### src/rtl/display_scan_ctrl_pkg.sv
// Shared types and helpers for the 4-digit display scan controller.
//   scan_state_t : per-slot FSM state (dead time, then drive)
//   N_DIGITS     : number of multiplexed digits
//   AN_OFF       : all anodes disabled (active-low)
//   digit_nibble : selects hex digit k of a 16-bit display word
//   digit_blank  : leading-zero test for digit k (digit 0 never blanks)
//   anode_on     : active-low one-hot anode pattern for digit k
package display_pkg;

    typedef enum logic [0:0] {S_DEAD, S_DRIVE} scan_state_t;

    localparam int N_DIGITS = 4;
    localparam logic [3:0] AN_OFF = 4'b1111;

    function automatic logic [3:0] digit_nibble(logic [15:0] v, logic [1:0] k);
        return v[4*k +: 4];
    endfunction

    // Digit k is a leading zero when it and every digit above it are zero.
    function automatic logic digit_blank(logic [15:0] v, logic [1:0] k);
        logic res;
        case (k)
            2'd1:    res = (v[15:4] == 12'h000);
            2'd2:    res = (v[15:8] == 8'h00);
            2'd3:    res = (v[15:12] == 4'h0);
            default: res = 1'b0;
        endcase
        return res;
    endfunction

    function automatic logic [3:0] anode_on(logic [1:0] k);
        return ~(4'b0001 << k);
    endfunction

endpackage

### src/rtl/display_scan_ctrl_if.sv
// Bus between the datapath / board pins and the display scan controller.
//   value       : 16-bit word to display, sampled on load
//   load        : one-cycle strobe capturing value
//   blank_lz    : leading-zero suppression enable (level)
//   an          : active-low anode enables
//   s_muxfue    : nibble for the display7 decoder
//   frame_start : one-cycle pulse at the start of digit 0's slot
// master: the side that supplies values; slave: the scan controller.
interface display_scan_ctrl_if;

    logic [15:0] value;
    logic        load;
    logic        blank_lz;
    logic [3:0]  an;
    logic [3:0]  s_muxfue;
    logic        frame_start;

    modport master (
        output value,
        output load,
        output blank_lz,
        input  an,
        input  s_muxfue,
        input  frame_start
    );

    modport slave (
        input  value,
        input  load,
        input  blank_lz,
        output an,
        output s_muxfue,
        output frame_start
    );

endinterface

### src/rtl/display_scan_ctrl_scan_tick.sv
// Slot timing counter for the display scan controller.
//   clk, rst : clock and synchronous active-high reset
//   dead_end : last cycle of the dead time of the current slot
//   slot_end : last cycle of the current slot (next edge starts a slot)
//   first    : high while idle after reset; the next edge starts digit 0
// After reset the counter idles with slot_end high so that the first
// edge after release begins a fresh slot at count 0.
module scan_tick #(
    parameter int unsigned TICK_DIV = 27000,
    parameter int unsigned DEAD     = 4,
    localparam int unsigned CNT_W   = (TICK_DIV > 1) ? $clog2(TICK_DIV) : 1
) (
    input  logic clk,
    input  logic rst,
    output logic dead_end,
    output logic slot_end,
    output logic first
);

    logic             run_q;
    logic [CNT_W-1:0] cnt_q;

    assign first    = !run_q;
    assign slot_end = !run_q || (cnt_q == CNT_W'(TICK_DIV - 1));
    assign dead_end = run_q && (cnt_q == CNT_W'(DEAD - 1));

    always_ff @(posedge clk) begin
        if (rst) begin
            run_q <= 1'b0;
            cnt_q <= '0;
        end else begin
            run_q <= 1'b1;
            if (slot_end) begin
                cnt_q <= '0;
            end else begin
                cnt_q <= cnt_q + 1'b1;
            end
        end
    end

endmodule

### src/rtl/display_scan_ctrl.sv
// Time-multiplexed scan controller for a 4-digit common-anode display.
//   clk, rst : clock and synchronous active-high reset
//   bus      : slave side of display_scan_ctrl_if (value/load/blank_lz in,
//              an/s_muxfue/frame_start out, all outputs registered)
// Each slot starts with DEAD all-off cycles, then drives one anode for the
// rest of the slot. New values are staged in pend and only move to disp
// at the digit 3 -> 0 transition, so a frame never mixes two values.
module display_scan_ctrl
    import display_pkg::*;
#(
    parameter int unsigned TICK_DIV = 27000,
    parameter int unsigned DEAD     = 4
) (
    input  logic                clk,
    input  logic                rst,
    display_scan_ctrl_if.slave  bus
);

    logic dead_end;
    logic slot_end;
    logic first;

    scan_tick #(
        .TICK_DIV (TICK_DIV),
        .DEAD     (DEAD)
    ) u_scan_tick (
        .clk      (clk),
        .rst      (rst),
        .dead_end (dead_end),
        .slot_end (slot_end),
        .first    (first)
    );

    scan_state_t state;
    logic [15:0] pend;
    logic [15:0] disp;
    logic [1:0]  idx;
    logic        blank_slot;
    logic [3:0]  an_r;
    logic [3:0]  mux_r;
    logic        fs_r;

    logic [1:0]  idx_next;
    logic        frame_bound;
    logic [15:0] disp_src;

    // The first slot after reset is digit 0 and counts as a frame boundary.
    assign idx_next    = first ? 2'd0 : idx + 2'd1;
    assign frame_bound = slot_end && (first || (idx == 2'd3));
    // At a boundary the new slot must already see the word being latched.
    assign disp_src    = frame_bound ? pend : disp;

    always_ff @(posedge clk) begin
        if (rst) begin
            state      <= S_DEAD;
            pend       <= 16'h0000;
            disp       <= 16'h0000;
            idx        <= 2'd0;
            blank_slot <= 1'b0;
            an_r       <= AN_OFF;
            mux_r      <= 4'h0;
            fs_r       <= 1'b0;
        end else begin
            fs_r <= 1'b0;
            // pend is read (old value) before this write takes effect, so a
            // load in the boundary cycle lands in the following frame.
            if (bus.load) begin
                pend <= bus.value;
            end

            case (state)
                S_DEAD: begin
                    if (dead_end) begin
                        state <= S_DRIVE;
                        an_r  <= blank_slot ? AN_OFF : anode_on(idx);
                    end
                end
                S_DRIVE: begin
                    an_r <= an_r;
                end
                default: begin
                    state <= S_DEAD;
                end
            endcase

            if (slot_end) begin
                state      <= S_DEAD;
                an_r       <= AN_OFF;
                idx        <= idx_next;
                mux_r      <= digit_nibble(disp_src, idx_next);
                blank_slot <= bus.blank_lz && digit_blank(disp_src, idx_next);
                fs_r       <= frame_bound;
                if (frame_bound) begin
                    disp <= pend;
                end
            end
        end
    end

    assign bus.an          = an_r;
    assign bus.s_muxfue    = mux_r;
    assign bus.frame_start = fs_r;

endmodule

### src/flat_wrapper.sv
// flat-port wrapper written by rule: the top's interface ports become plain ports
module display_scan_ctrl_flat import display_pkg::*;
#(
    parameter int unsigned TICK_DIV = 27000,
    parameter int unsigned DEAD     = 4
)
  (clk, rst, bus_value, bus_load, bus_blank_lz, bus_an, bus_s_muxfue, bus_frame_start);
  display_scan_ctrl_if bus_i ();
  input  logic clk;
  input  logic rst;
  input wire logic [$bits(bus_i.value)-1:0] bus_value;
  input wire logic [$bits(bus_i.load)-1:0] bus_load;
  input wire logic [$bits(bus_i.blank_lz)-1:0] bus_blank_lz;
  output wire logic [$bits(bus_i.an)-1:0] bus_an;
  output wire logic [$bits(bus_i.s_muxfue)-1:0] bus_s_muxfue;
  output wire logic [$bits(bus_i.frame_start)-1:0] bus_frame_start;
  assign bus_i.value = bus_value;
  assign bus_i.load = bus_load;
  assign bus_i.blank_lz = bus_blank_lz;
  assign bus_an = bus_i.an;
  assign bus_s_muxfue = bus_i.s_muxfue;
  assign bus_frame_start = bus_i.frame_start;
  display_scan_ctrl #(.TICK_DIV(TICK_DIV), .DEAD(DEAD)) u_core (.clk(clk), .rst(rst), .bus(bus_i));
endmodule
### config.mk
export PLATFORM = sky130hd
export DESIGN_NAME = display_scan_ctrl_flat
export DESIGN_NICKNAME = d
export VERILOG_FILES = /design/src/rtl/display_scan_ctrl_pkg.sv /design/src/rtl/display_scan_ctrl_if.sv /design/src/rtl/display_scan_ctrl_scan_tick.sv /design/src/rtl/display_scan_ctrl.sv /design/src/flat_wrapper.sv
export SDC_FILE = /design/constraint.sdc
export NUM_CORES = 1
export LEC_CHECK = 0
export ABC_AREA = 1
export BUFFER_PORTS_ARGS = -buffer_cell sky130_fd_sc_hd__buf_4
export CELL_PAD_IN_SITES_DETAIL_PLACEMENT = 1
export CELL_PAD_IN_SITES_GLOBAL_PLACEMENT = 1
export CORE_ASPECT_RATIO = 0.9
export CORE_MARGIN = 1.5
export CORE_UTILIZATION = 45
export CTS_CLUSTER_DIAMETER = 50
export DETAILED_ROUTE_END_ITERATION = 8
export PLACE_DENSITY_LB_ADDON = 0.15
export SYNTH_ARGS = -nofsm -noshare
export SYNTH_HDL_FRONTEND = slang
export SYNTH_SLANG_ARGS = --single-unit
### constraint.sdc
create_clock -name clk -period 3.59 [get_ports clk]
set_input_delay 0.1795 -clock clk [delete_from_list [all_inputs] [get_ports clk]]
set_output_delay 0.1795 -clock clk [all_outputs]
set_load 0.01 [all_outputs]
==> results of run 1 <==
## cells by family (layout without fill, tap and decap cells)
family | count (synthesis) | in the layout | synth area share, %
compound gates | 62 | 62 | 12.2
xor+xnor | 2 | 2 | 0.647
fa+ha+maj | 5 | 5 | 2.31
buf+inv | 50 | 83 | 7.81
flops | 61 | 61 | 45.1
simple gates | 188 | 188 | 32.0
## worst paths after layout
path,slack (ns),to,cells after the start
max,1.60,u_core.bus.s_muxfue[2]$_SDFFE_PP0P_,14
min reg2reg,0.46,u_core.bus.s_muxfue[3]$_SDFFE_PP0P_,2
min,0.06,u_core.pend[12]$_SDFFE_PP0P_,3
max reg2reg,1.60,u_core.bus.s_muxfue[2]$_SDFFE_PP0P_,14
## sequential cells by signal, summed over array words and instances, names as in the netlist
| name | cells |
|---|---|
| u_core.state | 1 |
| u_core.disp | 16 |
| u_core.u_scan_tick.cnt_q | 15 |
| u_core.u_scan_tick.run_q | 1 |
| u_core.idx | 2 |
| u_core.bus.frame_start | 1 |
| u_core.blank_slot | 1 |
| u_core.bus.an | 4 |
| u_core.pend | 16 |
| u_core.bus.s_muxfue | 4 |
## layout make-up
| cell class | count | area share (%) |
|---|---|---|
| repair buffers | 29 | 6.89 |
| clock buffers | 11 | 4.47 |
| flip-flops and latches | 61 | 38.6 |
| multi-input cells | 257 | 40.3 |
| inverters | 39 | 4.63 |
| clock inverters | 4 | 2.30 |
| well taps | 70 | 2.77 |
## critical path: cells and delay by family, from the launching register on
kind | cells | cell delay (ns)
fa+ha+maj | 1 | 0.19
buf+inv | 1 | 0.05
flops | 1 | 0.36
compound gates | 2 | 0.22
simple gates | 10 | 1.05
## cells in the final DEF, fill, tap and decap left out, drive strengths merged, types with 2 or more instances in the layout
cell type,synthesis,routed
a21oi,20,20
buf,6,29
bufinv,0,2
clkbuf,5,11
clkinv,1,2
dfxtp,61,61
ha,5,5
inv,38,38
nand2,73,73
nand3,24,24
nand3b,6,6
nand4,2,2
nor2,74,74
nor3,4,4
nor3b,2,2
nor4,3,3
o21ai,38,38
o22ai,2,2
xnor2,2,2
## power by group through the flow
| stage | combinational [µW] | sequential, µW | clock [µW] |
|---|---|---|---|
| 2_1_floorplan | 91.0 | 729 | 0 |
| 3_3_place_gp | 129 | 734 | 0 |
| 3_5_place_dp | 131 | 735 | 0 |
| 4_1_cts | 135 | 720 | 676 |
| 5_1_grt | 152 | 723 | 701 |
| 6_report | 133 | 720 | 661 |
## layer usage
metal | up-vias | GRT usage [%]
li1 | 1242 | -
met1 | 1088 | 31.5
met2 | 40 | 33.4
met3 | 5 | 6.50
met4 | 0 | 6.39
met5 | - | 0
## cells in the mapped netlist (all sizes together)
library cell,n
a21oi,20
nor2,74
nor3b,2
nand4,2
xnor2,2
inv,38
o31ai,1
o22ai,2
nand3,24
ha,5
nor4,3
clkinv,1
buf,6
nand2,73
nand3b,6
clkbuf,5
a211oi,1
o21ai,38
nor3,4
dfxtp,61
## stage by stage
stage	hold slack (ns)	total power (µW)	utilization [%]
floorplan	0.314	820	-
global placement	0.403	863	51.2
detailed placement	0.407	867	51.2
CTS	0.0519	1530	54.9
global route	0.0604	1580	54.9
finish	0.0607	1510	54.9
==> impl_results.md, run 1 <==
* Status: complete, but fails checks
* Failing checks: DRC
* Critical-path top delay cell: dfxtp_1
* Die Ht at 76.6 µm
* CP Data Arrival Time at 2.22 ns
* Worst Setup Start Kind: register
* 1st-iter DRT viols at 126
* Place WS at 1.61 ns
* Starting density of the core at 47.0%
* Setup repair bufs after CTS at 0
* Synth Net Count at 393
* Sequential Power Share at 47.6%
* Most frequent CP cell: nand2_1
* Core area at 5760 µm²
* Beginning of the critical path: u_core.u_scan_tick.cnt_q[0]$_SDFF_PP0_
* RSZ-0062 raised after global routing: false
* Synthesized area at 2710 µm²
* Vias per cell at 5.04
* Multi-input combinational cell area at 1270 µm²
* Design area at 3160 µm²
* Largest net degree at the start of global routing at 20
* GPL Wtd Cong at 0.811
* Pwr per Cell Area at 479 nW/µm²
* Met2 wire length at 2800 µm
* Register area share after synthesis at 45.1%
* First-pass GRT wire length at 11400 µm
* Clock skew at 0.00359 ns
* Clock share of power at 43.6%
* Post-CTS Hold Fix Bufs at 0
* Clock root cell: clkbuf_8
* Num CTS Buffers at 9
* Met3 wire len at 283 µm
* P&R area growth vs syn at 16.8%
* Sw Pwr at 355 µW
* Ant diodes at 0
* Worst Setup End Kind: register
* HPWL after detailed placement at 4760 µm
* Min Tclk post-route at 1.99 ns
* Clock latency on the worst-skew pair at 0.34 ns
* Final nets at 422
* Initial antenna violation count at 0
* Critical path fanouts, max at 16
* DR DRC count at 5
* Max incr delay on CP at 0.36 ns
* Yosys cell types at 31
* Syn_area_per_cell at 7.36 µm²
* Final setup viols at 0
* Fillers at 743
* Switching share of power at 23.4%
* Maximum clock path buffer count at 2
* Slew Limit Fails at 0
* Antenna-violating nets left at 0
* Synth top area share at 45.1%
* Congestion Overflow GR at 0
* R2r startpoint: u_core.u_scan_tick.cnt_q[0]$_SDFF_PP0_
* Post-CTS resize count at 0
* Worst relative slew slack at 66.4%
* Metal-1 WL at 3460 µm
* Highest Signal Layer: met4
* CTS tree: yes
* # IOs at 29
* Fin crit share at 55.4%
* Pre-antenna DRT Iters at 6
* Synth top area cells: dfxtp_1 (45%), nor2_1 (9.7%), nand2_1 (8.6%)
* Crit path required time at 3.82 ns
* WL final at 6600 µm
* Vias in the first global route at 2390
* Leak at 0.00134 µW
* Die X at 84.8 µm
* Syn Inst Count at 368
* Post-placement cell area at 2950 µm²
* Ys Warns at 0
* Buffers on Ports at 28
* H-tree depth at 3
* Max Fclk at 503 MHz
* Internal power at 1160 µW
* CTS Sinks at 61
* Total track usage at 22.4%
* Routed via count at 2375
* Sequential Area at 1220 µm²
* Critical hold path startpoint: bus_value[12]
* FP Rows at 26
* Wire length per cell after detailed routing at 14.0 µm
* Max_cap viols at 0
* Sum Neg Setup Slack at 0 ns
* Yosys reg bits at 61
* Area leader, netlist: dfxtp_1
* Placed insts at 456
* Crit Path Category: reg2reg
* Fin cells at 471
* Layout cell share with drive strength beyond 1 at 18.0%
* Die Area at 6490 µm²
* Worst slew pin tran at 0.500 ns
* Worst VDD drop at 234 µV
* Clock transition at path regs at 0.06 ns
* Final WS setup at 1.60 ns
* Worst-path cell chain: ha_1 > inv_1 > nor2_1 > nand2_1 > nor2_2 > nand2_2 > nand2_4 > nand2_4 > nand2_1 > nand2_1 > nand2_1 > o21ai_1 > o21ai_1 > nand2_1
* Combinational power share at 8.8%
* Final Hold Vio Count at 0
* HP Class: in2reg
Note: power is estimated with default switching activity, not from simulation.
==> inputs of run 2 (changes only) <==
--- a/config.mk
+++ b/config.mk
@@ -11,7 +11,7 @@
 export CELL_PAD_IN_SITES_GLOBAL_PLACEMENT = 1
 export CORE_ASPECT_RATIO = 0.9
 export CORE_MARGIN = 1.5
-export CORE_UTILIZATION = 45
+export CORE_UTILIZATION = 42
 export CTS_CLUSTER_DIAMETER = 50
 export DETAILED_ROUTE_END_ITERATION = 8
 export PLACE_DENSITY_LB_ADDON = 0.15
==> constraint.sdc (replaced) <==
create_clock -name clk -period 2 [get_ports clk]
set_input_delay 0.1 -clock clk [delete_from_list [all_inputs] [get_ports clk]]
set_output_delay 0.1 -clock clk [all_outputs]
set_load 0.01 [all_outputs]
==> run 2 against run 1 <==
Net effect: critical path depth unchanged; flip-flop and latch count is the same; non-clock buffer count increased by 25; power is 77% higher; the flow finishes with violations (hold timing); utilization increased by 1.3 points; final cell count increased by 9.1%; critical endpoint is now u_core.blank_slot$_SDFFE_PP0P_; fmax increased by 6.0%; largest power group unchanged; combinational power up 130%.
==> impl_results.md, run 2 (synthesis results as in run 1) <==
* Final setup viols at 0 (unchanged)
* Placed insts at 476 (was 456)
* Routed via count at 2576 (was 2375)
* Sum Neg Setup Slack at 0 ns (unchanged)
* Maximum clock path buffer count at 2 (unchanged)
* Die Area at 6940 µm² (was 6490 µm²)
* Congestion Overflow GR at 0 (unchanged)
* Critical path fanouts, max at 7 (was 16)
* Worst VDD drop at 465 µV (was 234 µV)
* Combinational power share at 11.4% (was 8.8%)
* Pwr Total at 2680 µW (was 1510 µW)
* FP Rows at 27 (was 26)
* Num CTS Buffers at 9 (unchanged)
* Critical-path top delay cell: dfxtp_2 (was dfxtp_1)
* Sw Pwr at 677 µW (was 355 µW)
* Pre-antenna DRT Iters at 5 (was 6)
* Fillers at 814 (was 743)
* Clock share of power at 40.2% (was 43.6%)
* 1st-iter DRT viols at 84 (was 126)
* HPWL after detailed placement at 4950 µm (was 4760 µm)
* Max_cap viols at 0 (unchanged)
* Switching share of power at 25.3% (was 23.4%)
* WHS at -0.000999 ns (was 0.0607 ns)
* Worst R2R Setup Slack at 0.13 ns (was 1.60 ns)
* RSZ-0062 raised after global routing: false (unchanged)
* Most frequent CP cell: nand2_1 (unchanged)
* Clock skew at 0.00968 ns (was 0.00359 ns)
* Crit Path Category: reg2reg (unchanged)
* H-tree depth at 3 (unchanged)
* Worst Setup End Kind: register (unchanged)
* Slew Limit Fails at 0 (unchanged)
* Commonest non-fill, non-tap cell in the layout: nor2_1 (unchanged)
* Worst r2r path cells at 14 (unchanged)
* Vias in the first global route at 2525 (was 2390)
* Sequential Area at 1220 µm² (about the same)
* Crit path required time at 2.29 ns (was 3.82 ns)
* Core area at 6180 µm² (was 5760 µm²)
* Vias per cell at 5.01 (was 5.04)
* Layout cell share with drive strength beyond 1 at 22.5% (was 18.0%)
* Final nets at 447 (was 422)
* First-pass GRT wire length at 12200 µm (was 11400 µm)
* Multi-input combinational cell area at 1320 µm² (was 1270 µm²)
* # IOs at 29 (unchanged)
* CP Data Arrival Time at 2.16 ns (was 2.22 ns)
* Initial antenna violation count at 0 (unchanged)
* Final Hold Vio Count at 1 (was 0)
* Max incr delay on CP at 0.36 ns (about the same)
* Worst Setup Start Kind: register (unchanged)
* Largest registers: u_core.disp (16), u_core.pend (16), u_core.u_scan_tick.cnt_q (15) (unchanged)
* Status: complete, but fails checks (unchanged)
* Clock root cell: clkbuf_8 (unchanged)
* Sequential Power Share at 48.4% (was 47.6%)
* Pwr per Cell Area at 771 nW/µm² (was 479 nW/µm²)
* Min Tclk post-route at 1.87 ns (was 1.99 ns)
* Final core utilization at 56.2% (was 54.9%)
* CTS Sinks at 61 (unchanged)
* Clock latency on the worst-skew pair at 0.35 ns (was 0.34 ns)
* Worst relative slew slack at 61.6% (was 66.4%)
* Total track usage at 23.4% (was 22.4%)
* Antenna-violating nets left at 0 (unchanged)
* Worst slew pin tran at 0.570 ns (was 0.500 ns)
* P&R area growth vs syn at 28.2% (was 16.8%)
* DR DRC count at 0 (was 5)
* Fin crit share at 93.7% (was 55.4%)
* Fin cells at 514 (was 471)
* Leak at 0.00147 µW (was 0.00134 µW)
* Die X at 87.6 µm (was 84.8 µm)
* HP Class: in2reg (unchanged)
* Buffers on Ports at 28 (unchanged)
* WHS Path Cells at 3 (unchanged)
* Failing checks: hold timing (was DRC)
* Worst-path cell chain: ha_4 > inv_2 > nor2_4 > nand2_2 > nor2_2 > nand2_2 > nand2_4 > clkbuf_16 > nand3b_1 > nand2_1 > nand3_1 > nand2_1 > nand3_1 > nand2_1 (was ha_1 > inv_1 > nor2_1 > nand2_1 > nor2_2 > nand2_2 > nand2_4 > nand2_4 > nand2_1 > nand2_1 > nand2_1 > o21ai_1 > o21ai_1 > nand2_1)
* Max Fclk at 534 MHz (was 503 MHz)
* Die Ht at 79.2 µm (was 76.6 µm)
* Internal power at 2000 µW (was 1160 µW)
* Clock transition at path regs at 0.07 ns (was 0.06 ns)
* Largest net degree at the start of global routing at 20 (unchanged)
* Ant diodes at 0 (unchanged)
* Starting density of the core at 43.8% (was 47.0%)
* CTS tree: yes (unchanged)
* GPL Wtd Cong at 0.843 (was 0.811)
* Most frequent cells in the layout: nor2_1 (69), dfxtp_1 (59), nand2_1 (57) (was nor2_1 (70), nand2_1 (62), dfxtp_1 (61))
* WL final at 7770 µm (was 6600 µm)
* Wire length per cell after detailed routing at 15.1 µm (was 14.0 µm)
-- run 2: cell count changes in the layout (fill, tap and decap cells not counted), sizes merged --
cell,change
clkbuf,+1
clkinv,+3
buf,+11
bufinv,-1
clkinvlp,-1
dlygate4sd3,+13
-- run 2: power by group through the flow --
stage               combinational [µW]  sequential [µW]  clock, µW
finish                             306             1290       1080
global route                       340             1300       1160
CTS                                272             1290       1100
detailed placement                 245             1320          0
global placement                   240             1320          0
floorplan                          163             1310          0
-- run 2: cell type report --
class                           instances  area share [%]
Clock inverter                          5            1.44
Inverter                               39            4.22
Clock buffer                           11            4.07
Multi-Input combinational cell        257            38.1
Timing Repair Buffer                   54            13.8
Sequential cell                        61            35.2
Tap cell                               87            3.14
-- run 2: what timing repair did --
| action | CTS | global route |
|---|---|---|
| endpoints found under the hold margin | 13 | 0 |
| endpoints found under the setup margin | 0 | 14 |
| setup buffers | 0 | 8 |
| resized for setup | 0 | 14 |
| hold buffers | 13 | 0 |
-- run 2: stage by stage --
step,cell area [µm²],hold slack (ns),worst slack [ns]
after global placement,3000,0.325,0.185
after CTS,3330,0.000449,0.0426
after floorplan,2710,0.235,0.340
after global routing,3470,-0.00109,0.00308
final,3470,-0.000999,0.126
after detailed placement,3000,0.330,0.126
-- run 2: final timing paths --
kind / from / end
setup reg to reg: u_core.u_scan_tick.cnt_q[1]$_SDFF_PP0_ / u_core.blank_slot$_SDFFE_PP0P_
hold / removal: bus_value[3] / u_core.pend[3]$_SDFFE_PP0P_
setup / recovery: u_core.u_scan_tick.cnt_q[1]$_SDFF_PP0_ / u_core.blank_slot$_SDFFE_PP0P_
hold reg to reg: u_core.bus.s_muxfue[0]$_SDFFE_PP0P_ / u_core.bus.s_muxfue[0]$_SDFFE_PP0P_
-- run 2: layer usage --
metal | track usage, % | part of all wire (%)
met1 | 30.8 | 47
met4 | 6.83 | 2.6
met5 | 0 | 0
met3 | 6.24 | 3.4
met2 | 37.4 | 47
-- run 2: worst max-delay path, delay by kind of cell, from the launching register on --
family | cells | cell delay [ns]
buffers and inverters | 2 | 0.22
adders and majority gates | 1 | 0.15
DFF | 1 | 0.36
and+or+nand+nor | 11 | 1.07
==> inputs of run 3 (changes only) <==
--- a/config.mk
+++ b/config.mk
@@ -6,14 +6,14 @@
 export NUM_CORES = 1
 export LEC_CHECK = 0
 export ABC_AREA = 1
-export BUFFER_PORTS_ARGS = -buffer_cell sky130_fd_sc_hd__buf_4
 export CELL_PAD_IN_SITES_DETAIL_PLACEMENT = 1
 export CELL_PAD_IN_SITES_GLOBAL_PLACEMENT = 1
 export CORE_ASPECT_RATIO = 0.9
 export CORE_MARGIN = 1.5
-export CORE_UTILIZATION = 42
+export CORE_UTILIZATION = 45
 export CTS_CLUSTER_DIAMETER = 50
 export DETAILED_ROUTE_END_ITERATION = 8
+export DONT_BUFFER_PORTS = 1
 export PLACE_DENSITY_LB_ADDON = 0.15
 export SYNTH_ARGS = -nofsm -noshare
 export SYNTH_HDL_FRONTEND = slang
==> run 3 against run 2 <==
Net effect: the run ends with DRC left; sequential power is essentially flat; utilization up 1.9 points; via count shrank 2.2%; first-iteration DRC count grew 49%; routed wire length increased by 1.2%; final area decreased by 3.7%; non-clock buffer count down 15; combinational power shrank 8.8%; clock power rose by 10%; critical path depth did not move; critical endpoint is now u_core.bus.s_muxfue[2]$_SDFFE_PP0P_; register-to-register slack barely moved.
==> impl_results.md, run 3 (synthesis results as in run 1) <==
* Total track usage at 25.9% (was 23.4%)
* Worst r2r path cells at 14 (unchanged)
* H-tree depth at 3 (unchanged)
* Combinational power share at 10.1% (was 11.4%)
* CTS tree: yes (unchanged)
* Routed via count at 2520 (was 2576)
* Clock skew at 0.0132 ns (was 0.00968 ns)
* Final core utilization at 58.1% (was 56.2%)
* CP Data Arrival Time at 2.11 ns (was 2.16 ns)
* Pwr per Cell Area at 827 nW/µm² (was 771 nW/µm²)
* Final Hold Vio Count at 0 (was 1)
* WHS Path Cells at 3 (unchanged)
* Ant diodes at 0 (unchanged)
* Antenna-violating nets left at 0 (unchanged)
* Status: complete, but fails checks (unchanged)
* Commonest non-fill, non-tap cell in the layout: nor2_1 (unchanged)
* Max Fclk at 532 MHz (was 534 MHz)
* Buffers on Ports at 0 (was 28)
* Most frequent CP cell: nand2_1 (unchanged)
* 1st-iter DRT viols at 125 (was 84)
* Clock transition at path regs at 0.07 ns (about the same)
* Clock share of power at 42.9% (was 40.2%)
* Die Area at 6490 µm² (was 6940 µm²)
* Fin crit share at 93.9% (was 93.7%)
* Worst VDD drop at 516 µV (was 465 µV)
* Clock root cell: clkbuf_8 (unchanged)
* Failing checks: DRC (was hold timing)
* Critical-path top delay cell: dfxtp_1 (was dfxtp_2)
* Die Ht at 76.6 µm (was 79.2 µm)
* Sequential Power Share at 47.0% (was 48.4%)
* Initial antenna violation count at 0 (unchanged)
* Vias per cell at 5.23 (was 5.01)
* Worst relative slew slack at 52.3% (was 61.6%)
* WL final at 7870 µm (was 7770 µm)
* CTS Sinks at 61 (unchanged)
* P&R area growth vs syn at 23.5% (was 28.2%)
* Maximum clock path buffer count at 2 (unchanged)
* HPWL after detailed placement at 4600 µm (was 4950 µm)
* Max incr delay on CP at 0.39 ns (was 0.36 ns)
* Die X at 84.8 µm (was 87.6 µm)
* Pwr Total at 2770 µW (was 2680 µW)
* Crit Path Category: reg2reg (unchanged)
* Largest net degree at the start of global routing at 18 (was 20)
* Congestion Overflow GR at 0 (unchanged)
* Final setup viols at 0 (unchanged)
* FP Rows at 26 (was 27)
* Worst Setup Start Kind: register (unchanged)
* Vias in the first global route at 2588 (was 2525)
* Worst-path cell chain: ha_4 > inv_1 > nor2_2 > nand2_1 > nor2_2 > nand2_2 > nand2_4 > nand2_4 > nand2_1 > nand2_1 > nand2_1 > o21ai_1 > o21ai_1 > nand2_1 (was ha_4 > inv_2 > nor2_4 > nand2_2 > nor2_2 > nand2_2 > nand2_4 > clkbuf_16 > nand3b_1 > nand2_1 > nand3_1 > nand2_1 > nand3_1 > nand2_1)
* Layout cell share with drive strength beyond 1 at 12.9% (was 22.5%)
* Max_cap viols at 0 (unchanged)
* Worst slew pin tran at 0.713 ns (was 0.570 ns)
* Internal power at 2080 µW (was 2000 µW)
* Worst Setup End Kind: register (unchanged)
* Starting density of the core at 47.0% (was 43.8%)
* Min Tclk post-route at 1.88 ns (was 1.87 ns)
* Switching share of power at 24.7% (was 25.3%)
* HP Class: in2reg (unchanged)
* Largest registers: u_core.disp (16), u_core.pend (16), u_core.u_scan_tick.cnt_q (15) (unchanged)
* Core area at 5760 µm² (was 6180 µm²)
* Crit path required time at 2.23 ns (was 2.29 ns)
* DR DRC count at 5 (was 0)
* Post-placement cell area at 2780 µm² (was 3000 µm²)
* Final nets at 432 (was 447)
* Sw Pwr at 683 µW (was 677 µW)
* Most frequent cells in the layout: nor2_1 (69), nand2_1 (61), dfxtp_1 (60) (was nor2_1 (69), dfxtp_1 (59), nand2_1 (57))
* Design area at 3340 µm² (was 3470 µm²)
* Clock latency on the worst-skew pair at 0.35 ns (about the same)
* # IOs at 29 (unchanged)
* Num CTS Buffers at 9 (unchanged)
* First-pass GRT wire length at 13000 µm (was 12200 µm)
* Pre-antenna DRT Iters at 6 (was 5)
* Slew Limit Fails at 0 (unchanged)
* Wire length per cell after detailed routing at 16.3 µm (was 15.1 µm)
* GPL Wtd Cong at 0.810 (was 0.843)
* Critical path fanouts, max at 16 (was 7)
* Leak at 0.00140 µW (was 0.00147 µW)
==> run 3: cell types whose count changed in the layout (fill, tap and decap cells not counted), moves of 4 or more <==
cell,previous run,this run
nand2_1,57,61
dlygate4sd3_1,13,33
nand2_2,14,10
buf_4,38,5
==> run 3: cell type report <==
cell class / instances / area [µm²]
fill: 725 / 2410
multi-input combinational: 257 / 1290
sequential: 61 / 1220
timing repair buffer: 39 / 388
inverter: 39 / 146
clock buffer: 11 / 131
tap: 70 / 87.6
clock inverter: 5 / 75.1
==> run 3: metal layers <==
layer / wire length [µm] / track usage, % / part of all wire (%)
met4: 148 / 7.87 / 1.9
met3: 485 / 8.13 / 6.2
met5: 0 / 0 / 0
met1: 3610 / 33.6 / 46
met2: 3620 / 41.3 / 46
==> run 3: repair_timing <==
| item | in CTS | in global routing |
|---|---|---|
| resized for setup | 0 | 5 |
| hold buffers | 33 | 0 |
| setup endpoints to repair | 0 | 6 |
| hold endpoints to repair | 33 | 0 |
| setup buffers | 0 | 1 |
==> run 3: worst max-delay path, delay by kind of cell (launching register included) <==
| kind | cells | cell delay [ns] |
|---|---|---|
| and+or+nand+nor | 10 | 0.96 |
| DFF | 1 | 0.39 |
| AOI/OAI and AO/OA | 2 | 0.22 |
| adders and majority gates | 1 | 0.16 |
| buffers and inverters | 1 | 0.04 |
==> run 3: per-stage QoR <==
| stage | setup TNS [ns] | hold WS [ns] | setup WS [ns] | std cells |
|---|---|---|---|---|
| 5_1_grt | -0.0700 | 0.0714 | -0.0700 | 482 |
| 3_3_place_gp | 0 | 0.174 | 0.192 | 432 |
| 6_report | 0 | 0.0643 | 0.122 | 482 |
| 3_5_place_dp | 0 | 0.176 | 0.133 | 432 |
| 2_1_floorplan | 0 | 0.235 | 0.340 | 368 |
| 4_1_cts | 0 | 0.0343 | 0.105 | 481 |
==> run 3: path summary, 6_finish.rpt <==
check                                                             from                             endpoint  slack [ns]
worst min-delay path                                               rst           u_core.idx[0]$_SDFFE_PP0P_        0.06
worst max-delay path            u_core.u_scan_tick.cnt_q[1]$_SDFF_PP0_  u_core.bus.s_muxfue[2]$_SDFFE_PP0P_        0.12
worst min register to register                 u_core.state$_SDFF_PP0_              u_core.state$_SDFF_PP0_        0.47
worst max register to register  u_core.u_scan_tick.cnt_q[1]$_SDFF_PP0_  u_core.bus.s_muxfue[2]$_SDFFE_PP0P_        0.12
==> run 3: power groups by stage <==
stage                     sequential (µW)  combinational (µW)  clock (µW)
after global routing                 1300                 310        1260
after floorplan                      1310                 163           0
final                                1300                 279        1190
after detailed placement             1320                 197           0
after global placement               1320                 194           0
after CTS                            1290                 261        1190
